[src/rtl/mac_pkg.sv]
// Shared types and constants for the MAC accumulator: FSM states, default widths
// and the signed 64-bit saturation bounds.
package mac_pkg;

  typedef enum logic [1:0] {
    IDLE  = 2'd0,
    ACCUM = 2'd1,
    DONE  = 2'd2
  } state_t;

  localparam int DEF_PROD_W  = 64;
  localparam int DEF_GUARD_W = 8;
  localparam int DEF_LEN_W   = 8;

  localparam logic signed [63:0] SAT_MAX_64 = 64'sh7FFF_FFFF_FFFF_FFFF;
  localparam logic signed [63:0] SAT_MIN_64 = 64'sh8000_0000_0000_0000;

endpackage

[src/rtl/mac_accumulator_if.sv]
// Stream bundle for the MAC accumulator: job start, product input and result output
// valid/ready handshakes. The slave modport is the accumulator side.
interface mac_accumulator_if #(
  parameter int PROD_W  = 64,
  parameter int GUARD_W = 8,
  parameter int LEN_W   = 8
);

  logic                              start_valid;
  logic                              start_ready;
  logic [LEN_W-1:0]                  start_len;
  logic                              prod_valid;
  logic                              prod_ready;
  logic signed [PROD_W-1:0]          prod;
  logic                              res_valid;
  logic                              res_ready;
  logic signed [PROD_W+GUARD_W-1:0]  res;
  logic                              res_sat;

  modport master (
    output start_valid, start_len, prod_valid, prod, res_ready,
    input  start_ready, prod_ready, res_valid, res, res_sat
  );

  modport slave (
    input  start_valid, start_len, prod_valid, prod, res_ready,
    output start_ready, prod_ready, res_valid, res, res_sat
  );

endinterface

[src/rtl/mac_saturate.sv]
// Combinational clamp of the full-width accumulator sum to the signed PROD_W range,
// returning the sign-extended clamped value and an overflow flag.
module mac_saturate
  import mac_pkg::*;
#(
  parameter int PROD_W  = DEF_PROD_W,
  parameter int GUARD_W = DEF_GUARD_W
) (
  input  logic signed [PROD_W+GUARD_W-1:0] sum,
  output logic signed [PROD_W+GUARD_W-1:0] clamped,
  output logic                             sat
);

  localparam int ACC_W = PROD_W + GUARD_W;
  localparam int TOP_W = GUARD_W + 1;
  localparam logic signed [ACC_W-1:0] MAX_V = ACC_W'(SAT_MAX_64);
  localparam logic signed [ACC_W-1:0] MIN_V = ACC_W'(SAT_MIN_64);

  // In range exactly when the guard bits and the PROD_W sign bit all agree.
  function automatic logic in_range(input logic signed [ACC_W-1:0] v);
    logic [TOP_W-1:0] top;
    top = v[ACC_W-1:PROD_W-1];
    return (&top) || !(|top);
  endfunction

  function automatic logic signed [ACC_W-1:0] clamp(input logic signed [ACC_W-1:0] v);
    if (in_range(v)) return v;
    return v[ACC_W-1] ? MIN_V : MAX_V;
  endfunction

  assign clamped = clamp(sum);
  assign sat     = !in_range(sum);

endmodule

[src/rtl/mac_accumulator.sv]
// Dot-product accumulator: sums start_len signed products per job into a guard-bit
// extended register and returns one result. Define MAC_ACCUMULATOR_SATURATE_EN to clamp results.
module mac_accumulator
  import mac_pkg::*;
#(
  parameter int PROD_W  = DEF_PROD_W,
  parameter int GUARD_W = DEF_GUARD_W,
  parameter int LEN_W   = DEF_LEN_W
) (
  input  logic                clk,
  input  logic                rst,
  mac_accumulator_if.slave    bus
);

  localparam int ACC_W = PROD_W + GUARD_W;

  state_t                   state;
  state_t                   state_next;
  logic signed [ACC_W-1:0]  acc;
  logic signed [ACC_W-1:0]  sum;
  logic signed [ACC_W-1:0]  res_next;
  logic signed [ACC_W-1:0]  res_q;
  logic [LEN_W-1:0]         remaining;
  logic                     start_fire;
  logic                     prod_fire;
  logic                     last_term;
  logic                     empty_job;

  assign start_fire = bus.start_valid && (state == IDLE);
  assign prod_fire  = bus.prod_valid && (state == ACCUM);
  assign last_term  = prod_fire && (remaining == LEN_W'(1));
  assign empty_job  = (bus.start_len == '0);
  assign sum        = acc + $signed({{GUARD_W{bus.prod[PROD_W-1]}}, bus.prod});

  always_ff @(posedge clk or posedge rst) begin
    if (rst) state <= IDLE;
    else     state <= state_next;
  end

  always_comb begin
    state_next = state;
    unique case (state)
      IDLE:    if (start_fire) state_next = empty_job ? DONE : ACCUM;
      ACCUM:   if (last_term) state_next = DONE;
      DONE:    if (bus.res_ready) state_next = IDLE;
      default: state_next = IDLE;
    endcase
  end

  // Accumulation: full width, modular wrap; only the final result may be clamped.
  always_ff @(posedge clk or posedge rst) begin
    if (rst) begin
      acc       <= '0;
      remaining <= '0;
      res_q     <= '0;
    end else if (start_fire) begin
      acc       <= '0;
      remaining <= bus.start_len;
      if (empty_job) res_q <= '0;
    end else if (prod_fire) begin
      acc       <= sum;
      remaining <= remaining - LEN_W'(1);
      if (last_term) res_q <= res_next;
    end
  end

`ifdef MAC_ACCUMULATOR_SATURATE_EN
  logic signed [ACC_W-1:0] sum_clamped;
  logic                    sat_flag;
  logic                    res_sat_q;

  mac_saturate #(
    .PROD_W  (PROD_W),
    .GUARD_W (GUARD_W)
  ) u_saturate (
    .sum     (sum),
    .clamped (sum_clamped),
    .sat     (sat_flag)
  );

  assign res_next = sum_clamped;

  always_ff @(posedge clk or posedge rst) begin
    if (rst)                          res_sat_q <= 1'b0;
    else if (start_fire && empty_job) res_sat_q <= 1'b0;
    else if (last_term)               res_sat_q <= sat_flag;
  end

  assign bus.res_sat = res_sat_q;
`else
  assign res_next    = sum;
  assign bus.res_sat = 1'b0;
`endif

  assign bus.start_ready = (state == IDLE);
  assign bus.prod_ready  = (state == ACCUM);
  assign bus.res_valid   = (state == DONE);
  assign bus.res         = res_q;

endmodule
[src/flat_wrapper.sv]
// flat-port wrapper written by rule: the top's interface ports become plain ports
module mac_accumulator_flat import mac_pkg::*;
#(
  parameter int PROD_W  = DEF_PROD_W,
  parameter int GUARD_W = DEF_GUARD_W,
  parameter int LEN_W   = DEF_LEN_W
)
  (clk, rst, bus_start_valid, bus_start_len, bus_prod_valid, bus_prod, bus_res_ready, bus_start_ready, bus_prod_ready, bus_res_valid, bus_res, bus_res_sat);
  mac_accumulator_if #(.PROD_W(PROD_W), .GUARD_W(GUARD_W), .LEN_W(LEN_W)) bus_i ();
  input  logic clk;
  input  logic rst;
  input wire logic [$bits(bus_i.start_valid)-1:0] bus_start_valid;
  input wire logic [$bits(bus_i.start_len)-1:0] bus_start_len;
  input wire logic [$bits(bus_i.prod_valid)-1:0] bus_prod_valid;
  input wire logic [$bits(bus_i.prod)-1:0] bus_prod;
  input wire logic [$bits(bus_i.res_ready)-1:0] bus_res_ready;
  output wire logic [$bits(bus_i.start_ready)-1:0] bus_start_ready;
  output wire logic [$bits(bus_i.prod_ready)-1:0] bus_prod_ready;
  output wire logic [$bits(bus_i.res_valid)-1:0] bus_res_valid;
  output wire logic [$bits(bus_i.res)-1:0] bus_res;
  output wire logic [$bits(bus_i.res_sat)-1:0] bus_res_sat;
  assign bus_i.start_valid = bus_start_valid;
  assign bus_i.start_len = bus_start_len;
  assign bus_i.prod_valid = bus_prod_valid;
  assign bus_i.prod = bus_prod;
  assign bus_i.res_ready = bus_res_ready;
  assign bus_start_ready = bus_i.start_ready;
  assign bus_prod_ready = bus_i.prod_ready;
  assign bus_res_valid = bus_i.res_valid;
  assign bus_res = bus_i.res;
  assign bus_res_sat = bus_i.res_sat;
  mac_accumulator #(.PROD_W(PROD_W), .GUARD_W(GUARD_W), .LEN_W(LEN_W)) u_core (.clk(clk), .rst(rst), .bus(bus_i));
endmodule
[config.mk]
export PLATFORM = sky130hd
export DESIGN_NAME = mac_accumulator_flat
export DESIGN_NICKNAME = d
export VERILOG_FILES = /design/src/rtl/mac_pkg.sv /design/src/rtl/mac_accumulator_if.sv /design/src/rtl/mac_saturate.sv /design/src/rtl/mac_accumulator.sv /design/src/flat_wrapper.sv
export SDC_FILE = /design/constraint.sdc
export NUM_CORES = 1
export LEC_CHECK = 0
export ABC_AREA = 1
export BUFFER_PORTS_ARGS = -buffer_cell sky130_fd_sc_hd__buf_4
export CAP_MARGIN = 20
export CORE_MARGIN = 5
export CORE_UTILIZATION = 64
export CTS_CLUSTER_DIAMETER = 80
export DETAILED_ROUTE_END_ITERATION = 12
export GPL_TIMING_DRIVEN = 0
export PLACE_DENSITY_LB_ADDON = 0.15
export SLEW_MARGIN = 20
export SYNTH_ARGS = -nofsm -noshare
export SYNTH_HDL_FRONTEND = slang
export SYNTH_SLANG_ARGS = --single-unit
[constraint.sdc]
create_clock -name clk -period 7.13 [get_ports clk]
set_input_delay 1.0695 -clock clk [delete_from_list [all_inputs] [get_ports clk]]
set_output_delay 1.0695 -clock clk [all_outputs]
set_load 0.03 [all_outputs]
# Yosys cells after proc, flatten, opt, wreduce, memory -nomap -nowiden
# Cells that the tools add are included.
[word_totals]
word_cells = 35
in_bits = 77
regBits = 154
output_inout_bits = 76
[op_classes]
reduce_logical = 9
eq_ne = 7
n_addsub = 2
n_mux = 13
[ops]
columns = ["op", "count"]
rows = [
  ["$mux W72", 6],
  ["$add A72 B64 Y72", 1],
  ["$mux W8", 2],
  ["$eq A8 B1 Y1 const B", 1],
  ["$logic_not A8 Y1", 1],
  ["$mux W2", 4],
  ["$sub A8 B1 Y8 const B", 1],
  ["$pmux W2 S3", 1],
  ["$reduce_and A3 Y1", 2],
  ["$ne A2 B1 Y1 const B", 2],
  ["$ne A2 B2 Y1 const B", 2],
  ["$reduce_bool A2 Y1", 2],
  ["$logic_and A1 B1 Y1", 3],
  ["$eq A2 B1 Y1 const B", 1],
  ["$eq A2 B2 Y1 const B", 1],
  ["$logic_not A2 Y1", 1],
]

# Longest topological paths before layout
# Gate-level depths: netlist of the first run.
[logic_depth]
depth_word = 6
depth_mapped = 17
ltp_nobuf = 17

# Least setup slack after synthesis of the first run
# Ideal clock, no wire load.
[synth_timing]
path_type = "input-to-reg"
start = "input bus_prod[0]"
end = "register u_core.acc[60]"
slack_ns = 4.370
required_time_ns = 7.012
stages = 17
setup_time_ns = 0.118
arrival_ns = 2.641
path_buffers = 0
path_cell_list = "ha_1 inv_1 fa_1 inv_1 nand3_1 nand3_1 nand2_1 nand2_2 nand2_1 nand2_1 nand3_1 nand2_2 nand2_1 nand2_1 nand2_1 nand4_1 nand2_1"
[synth_via]
elab_chain_len = 3
[synth_lines]
columns = ["element", "line", "text"]
rows = [
  ["start, declared", "flat_wrapper.sv:15", "input wire logic [$bits(bus_i.prod)-1:0] bus_prod;"],
  ["$add A72 B64 Y72", "mac_accumulator.sv:33", "assign sum = acc + $signed({{GUARD_W{bus.prod[PROD_W-1]}}, bus.prod});"],
  ["$mux W72", "mac_accumulator.sv:60", "end else if (prod_fire) begin"],
  ["$mux W72", "mac_accumulator.sv:56", "end else if (start_fire) begin"],
  ["end signal, assigned", "mac_accumulator.sv:61", "acc <= sum;"],
  ["end, declared", "mac_accumulator.sv:19", "logic signed [ACC_W-1:0] acc;"],
]
# No other way between the ends. The select of a mux whose other input is x is not followed.
# A chain may end at the register's enable or synchronous reset.

# Worst setup path in the final report of the first run
[layout_timing]
start = "input bus_prod[0]"
end = "register u_core.res_q[44], in the netlist u_core.bus.res[44]"
[layout_via]
elab_chain_len = 4
[layout_lines]
columns = ["element", "line", "text"]
rows = [
  ["$add A72 B64 Y72", "mac_accumulator.sv:33", ""],
  ["$mux W72", "mac_accumulator.sv:63", "if (last_term) res_q <= res_next;"],
  ["$mux W72", "mac_accumulator.sv:60", ""],
  ["$mux W72", "mac_accumulator.sv:56", ""],
  ["end signal, assigned", "mac_accumulator.sv:63", ""],
  ["end, declared", "mac_accumulator.sv:22", "logic signed [ACC_W-1:0] res_q;"],
]
# No other way between the ends. The select of a mux whose other input is x is not followed.

==> flow_summary.yaml, run 1 <==
synthesis:
  netlist_area_um2: 12200
  synth_ff_type: "dfrtp_1"
  yosysSeqAreaShare: 0.317
  synthesis.nets: 2077
  synth_top_cell_area_share: 0.317
  ys_ff_latch: 154
  yosysWarnings: 0
  async_flop_share: 1.00
  yosysUniqueCellTypes: 42
  synthTopCellsByArea: "dfrtp_1 32%, nand2_1 22%, inv_1 9.0%"
  synth-edff-count: 0
  synthCells: 1926
  yosys.area.top_type: "dfrtp_1"
  syn_area_per_cell_um2: 6.31
floorplan:
  die_y_um: 148
  dieWidth_um: 148
  start_util: 0.650
  core_um2: 18700
  fp.dieArea_um2: 21900
  fp-row-count: 50
  io_pins: 153
layout:
  final_nets: 2248
  syn2layout_area_growth_pct: 16.8
  layout_commonest_cell: "nand2_1"
  fill_cells: 1542
  multi_input_area_um2: 6960
  antenna_cells: 0
  layout_common_cells: "718 x nand2_1, 291 x inv_1, 154 x dfrtp_1"
  drive_above_1_share: 0.128
  seq_area_um2: 3850
clock_tree:
  cts_tree: "built"
  cts-resized-gates: 0
  root_buffer: "clkbuf_16"
  clk_pin_slew_worst_paths_ns: 0.07
  h-tree-depth: 4
  cts_sinks: 154
  clock_latency_ns: 0.45
  cts_setup_buffers: 0
  cts.path.max_buffers: 2
  cts_buffers: 17
  hold_buffers: 0
drt:
  drt_pre_antenna_iters: 6
  wl_per_cell_um: 18.2
  vias_per_cell: 5.81
  vias: 13600
  wl_met1_mm: 16.3
  wirelength_mm: 42.8
  wl_met2_mm: 19.8
  top_layer_used: "met4"
  wl_met3_mm: 3.76
  antenna_left: 0
  drcViolationCount: 0
  drtIter0Drc: 1243
setup_path:
  start_kind: "primary input"
  crit_slowest_cell: "fa_1"
  ff2ff_setup_slack_ns: 4.27
  worstPathMaxFanout: 5
  critPathKind: "in2reg"
  critPathMaxStageDelay_ns: 0.39
  critPathCaptureType: "flip-flop"
  crit_path_cell_trace: "buf_4 > ha_1 > inv_1 > fa_1 > inv_1 > nand3_1 > nand3_1 > nand2_1 > nand2_2 > nand2_1 > nand2_1 > nand3_1 > nand2_2 > nand2_1 > nand2_1 > nand2_1 > nand4_1 > nand2_1"
  r2r-end: "u_core.bus.res[44]"
  crit_path_frequent_cell: "nand2_1"
  reg2reg_depth: 17
  cp.required_ns: 7.46
  cp_data_arrival_time_ns: 3.49
  r2r-start: "u_core.acc[0]"
global_routing:
  grt.total_usage: 0.388
  antenna_found_initial: 0
  grt_start_max_net_pins: 90
  grt_pass1_vias: 13600
  gr-total-overflow: 0
  grt_pass1_wl_mm: 67.4
pwr:
  peakVddDrop_mv: 0.256
  cellPowerDensity_nw_per_um2: 474
  leakage_uw: 0.00786
worst_hold_path:
  worstHoldEndpoint: "u_core.bus.res[49]"
  holdPathStages: 2
  worstHoldStart: "u_core.bus.res[49]"
  hold_path_class: "reg2reg"
placement:
  gp_congestion: 1.06
  dpl.hpwl_mm: 34.0
  port_buffers: 151
flow_run:
  drv_cap: 0
timing:
  skew_ns: 0.00995
  finalHoldWorstSlack_ns: 0.483
  slew_violations: 0
  final-hold-violation-count: 0
  rsz0062_at_grt: "false"
  finalSetupViolations: 0
  post-route-period-util: 0.443
  worstMarginPinSlew_ns: 0.763
  setup-tns-final_ns: 0
  max_slew_margin: 0.492
  min_period_ns: 3.16
  fmax_mhz: 317
status:
  status: "finished, final reports clean"
logic make-up after synthesis:
kind of cell | synth area share
xor gates and xnor gates | 0.00504
buffers and inverters | 0.111
AOI/OAI and AO/OA | 0.122
DFF | 0.317
and+or+nand+nor | 0.368
other | 0.000308
adders and majority gates | 0.0767
worst max-delay path by stage:
stage	startpoint	end	slack, ns	cells after the start
3_3_place_gp	rst	u_core.bus.res[30]	0.31	2
4_1_cts	bus_prod[0]	u_core.bus.res[44]	4.08	18
2_1_floorplan	rst	u_core.acc[0]	1.91	1
3_5_place_dp	bus_prod[0]	u_core.bus.res[44]	3.66	18
5_1_grt	bus_prod[0]	u_core.bus.res[64]	3.85	18
6_report	bus_prod[0]	u_core.bus.res[44]	3.97	18
metrics by stage:
stage | power (µW) | std cells | area, µm² | utilization | setup slack [ns]
final | 6730 | 2344 | 14200 | 0.759 | 3.97
after global routing | 7200 | 2344 | 14200 | 0.759 | 3.85
after CTS | 6600 | 2344 | 14200 | 0.759 | 4.08
after detailed placement | 5640 | 2312 | 13600 | 0.728 | 3.66
after global placement | 5480 | 2311 | 13600 | 0.726 | 0.306
after floorplan | 4340 | 1926 | 12200 | - | 1.91
sequential cells by signal, summed over array words and instances (netlist names):
signal,flops
u_core.acc,72
u_core.bus.res,72
u_core.remaining,8
u_core.state,2
critical path, delay by kind of cell:
family        cells  cell delay, ns
simple gates     13            1.50
buf+inv           3            0.30
fa+ha+maj         2            0.62
per-layer routing:
metal,vias to the layer above,track usage
met3,207,0.0797
met1,6233,0.462
li1,6469,-
met2,720,0.645
met5,-,0
met4,0,0.237
cells in the mapped netlist, types with 15 or more instances:
master / n
nor2_1: 134
inv_1: 292
nand4_1: 65
clkbuf_1: 15
nand2_1: 718
ha_1: 73
nand3_1: 55
o21ai_1: 47
buf_2: 20
o21ai_0: 111
nand2_2: 24
dfrtp_1: 154
a21oi_1: 118
area by class of cell:
cell class / instances / share of cell area
buffer: 44 / 0.0160
tap: 234 / 0.0206
clock inverter: 13 / 0.00943
inverter: 298 / 0.0794
multi-input combinational: 1430 / 0.490
timing repair buffer: 152 / 0.0818
sequential: 154 / 0.271
clock buffer: 19 / 0.0312
power by group:
group / switching [µW] / total, µW / internal (µW) / leakage [µW]
clock: 437 / 939 / 502 / 0.000284
sequential: 251 / 1520 / 1270 / 0.00197
combinational: 2940 / 4270 / 1330 / 0.00561
No activity file was read; power rests on OpenSTA's default activity.
==> run 2: changes to the inputs <==
--- a/config.mk
+++ b/config.mk
@@ -5,11 +5,11 @@
 export SDC_FILE = /design/constraint.sdc
 export NUM_CORES = 1
 export LEC_CHECK = 0
-export ABC_AREA = 1
+export ABC_AREA = 0
 export BUFFER_PORTS_ARGS = -buffer_cell sky130_fd_sc_hd__buf_4
 export CAP_MARGIN = 20
 export CORE_MARGIN = 5
-export CORE_UTILIZATION = 64
+export CORE_UTILIZATION = 53
 export CTS_CLUSTER_DIAMETER = 80
 export DETAILED_ROUTE_END_ITERATION = 12
 export GPL_TIMING_DRIVEN = 0
==> constraint.sdc (replaced) <==
create_clock -name clk -period 2.9 [get_ports clk]
set_input_delay 0.435 -clock clk [delete_from_list [all_inputs] [get_ports clk]]
set_output_delay 0.435 -clock clk [all_outputs]
set_load 0.03 [all_outputs]
==> run 2 against run 1 <==
Net effect: the run now ends with negative setup slack left; final cell count fell by 24%; first-iteration DRC count decreased by 17%; via count shrank 18%; count of clock-buffer cells in the layout is 2 higher; global-route usage decreased by 7.8 points; area after synthesis shrank 11%; largest cell class unchanged; highest routed layer unchanged.
==> flow_summary.yaml, run 2 <==
floorplan:
  die_y_um: 153
  start_util: 0.536
  dieWidth_um: 153
  core_um2: 20100
  fp.dieArea_um2: 23300
  io_pins: 153
  fp-row-count: 52
global_routing:
  gr-total-overflow: 0
  grt.total_usage: 0.310
  grt_start_max_net_pins: 34
  grt_pass1_wl_mm: 58.1
  grt_pass1_vias: 10600
  antenna_found_initial: 0
setup_path:
  path_depth: 13
  critPathTopFamily: "compound AO/OA/AOI/OAI gates"
  crit_buf_inv: 2
  critPathKind: "reg2reg"
  start_kind: "flip-flop"
  critPathMaxStageDelay_ns: 0.42
  critPathCaptureType: "flip-flop"
  cp_data_arrival_time_ns: 3.71
  crit_path_frequent_cell: "a2111oi_4"
  reg2reg_depth: 13
  ff2ff_setup_slack_ns: -0.48
  cp.required_ns: 3.23
  worstPathMaxFanout: 2
  crit_slowest_cell: "a2111oi_4"
  crit_path_cell_trace: "ha_4 > inv_2 > fa_2 > and2b_2 > o2111ai_4 > a2111oi_4 > buf_4 > o21ai_4 > a2111oi_4 > o211ai_2 > a211oi_2 > o21ai_1 > a32o_1"
synthesis:
  yosys.area.top_type: "dfrtp_1"
  ys_ff_latch: 154
  yosysWarnings: 0
  yosysUniqueCellTypes: 82
  synth-edff-count: 0
  synth_top_cell_area_share: 0.357
  synthesis.nets: 1432
  ys_top_cells_by_count: "188 x nand2_1, 154 x dfrtp_1, 140 x a21oi_1"
  netlist_area_um2: 10800
  synthTopCellsByArea: "dfrtp_1 36%, ha_1 8.5%, nand2_1 6.5%"
  synthCells: 1281
  syn_area_per_cell_um2: 8.42
  async_flop_share: 1.00
  synth_ff_type: "dfrtp_1"
  yosysSeqAreaShare: 0.357
  synth_most_common_cell: "nand2_1"
layout:
  antenna_cells: 0
  final_nets: 1646
  syn2layout_area_growth_pct: 33.2
  drive_above_1_share: 0.280
  design_area_um2: 14400
  layout_commonest_cell: "buf_4"
  layout_common_cells: "191 x buf_4, 182 x nand2_1, 154 x dfrtp_1"
  fill_cells: 1559
drt:
  vias_per_cell: 6.27
  antenna_left: 0
  drt_pre_antenna_iters: 6
  vias: 11100
  wl_per_cell_um: 21.4
  drcViolationCount: 0
  drtIter0Drc: 1031
  wirelength_mm: 38.0
placement:
  place_area_um2: 12400
  gp_congestion: 0.976
  port_buffers: 151
  dpl.hpwl_mm: 27.4
pwr:
  cellPowerDensity_nw_per_um2: 1200
  peakVddDrop_mv: 0.581
  leakage_uw: 0.00656
  power_uw: 17300
clock_tree:
  cts_tree: "built"
  h-tree-depth: 4
  cts_sinks: 154
  clock_latency_ns: 0.44
  clk_pin_slew_worst_paths_ns: 0.07
  cts.path.max_buffers: 2
  cts_buffers: 17
  root_buffer: "clkbuf_16"
timing:
  fmax_mhz: 296
  finalSetupViolations: 84
  slew_violations: 0
  worstMarginPinSlew_ns: 1.01
  post-route-period-util: 1.17
  final-hold-violation-count: 0
  min_period_ns: 3.38
  setup_ws_ns: -0.480
  setup-tns-final_ns: -15.05
  skew_ns: 0.0108
  rsz0062_at_grt: "true"
  max_slew_margin: 0.329
status:
  violations: "negative setup slack"
  status: "complete, but fails checks"
worst_hold_path:
  holdPathStages: 3
  hold_path_class: "in2reg"
flow_run:
  drv_cap: 0
-- run 2: worst register-to-register path, stage by stage, from the launching register on --
cell and delay [ns]:
dfrtp_1 0.39, ha_4 0.15, inv_2 0.03, fa_2 0.33
and2b_2 0.26, o2111ai_4 0.17, a2111oi_4 0.31, buf_4 0.19
o21ai_4 0.08, a2111oi_4 0.42, o211ai_2 0.17, a211oi_2 0.38
o21ai_1 0.13, a32o_1 0.26
-- run 2: final cells by class --
| class | instances | area, µm² | share of cell area |
|---|---|---|---|
| sequential | 154 | 3850 | 0.268 |
| clock buffer | 21 | 460 | 0.0321 |
| clock inverter | 9 | 91.3 | 0.00636 |
| multi-input combinational | 1025 | 7530 | 0.524 |
| timing repair buffer | 215 | 1760 | 0.122 |
| buffer | 58 | 240 | 0.0167 |
| inverter | 24 | 93.8 | 0.00653 |
| tap | 270 | 338 | 0.0235 |
-- run 2: path summary, 6_finish.rpt --
path                                       endpoint              start
worst max-delay path                 u_core.acc[68]      u_core.acc[0]
worst min-delay path            u_core.remaining[2]   bus_start_len[2]
worst max register to register       u_core.acc[68]      u_core.acc[0]
worst min register to register    u_core.bus.res[0]  u_core.bus.res[0]
max in group asynchronous            u_core.acc[50]                rst
min in group asynchronous            u_core.acc[19]                rst
-- run 2: what timing repair did --
item | 4_1_cts | 5_1_grt
buffers inserted | 34 | 25
gates resized for setup | 100 | 117
endpoints found under the hold margin | 11 | 0
pin swaps | 43 | 64
hold buffers | 1 | 0
endpoints found under the setup margin | 118 | 124
-- run 2: report_power, final --
part / leakage (µW) / switching [µW] / internal (µW) / total, µW
clock: 0.000270 / 984 / 1220 / 2210
combinational: 0.00429 / 6730 / 4630 / 11400
sequential: 0.00199 / 651 / 3070 / 3720
-- run 2: per-layer routing --
metal,wire length [µm],part of all wire,track usage
met5,0,0,0
met4,1390,0.036,0.111
met3,3580,0.094,0.0693
met2,16600,0.44,0.472
met1,16400,0.43,0.437
-- run 2: through the flow --
| step | hold slack (ns) | setup slack, ns | std cells | utilization |
|---|---|---|---|---|
| after floorplan | 0.453 | -0.138 | 1281 | - |
| after global placement | 0.457 | -0.917 | 1702 | 0.613 |
| after detailed placement | 0.429 | -0.970 | 1707 | 0.618 |
| after CTS | 0.207 | -0.493 | 1762 | 0.681 |
| after global routing | 0.224 | -0.586 | 1776 | 0.715 |
| final | 0.204 | -0.480 | 1776 | 0.715 |
-- run 2: cell families (layout without fill, tap and decap cells) --
logic type,count (synthesis),after routing,share of synthesized area
other,1,1,0.000348
multiplexers,13,13,0.0122
flip-flops,154,154,0.357
XOR/XNOR,63,63,0.0512
adder cells (fa/ha/maj),74,74,0.0866
AND/OR/NAND/NOR,436,436,0.187
buffers and inverters,102,327,0.0365
AO/OA/AOI/OAI,438,438,0.269
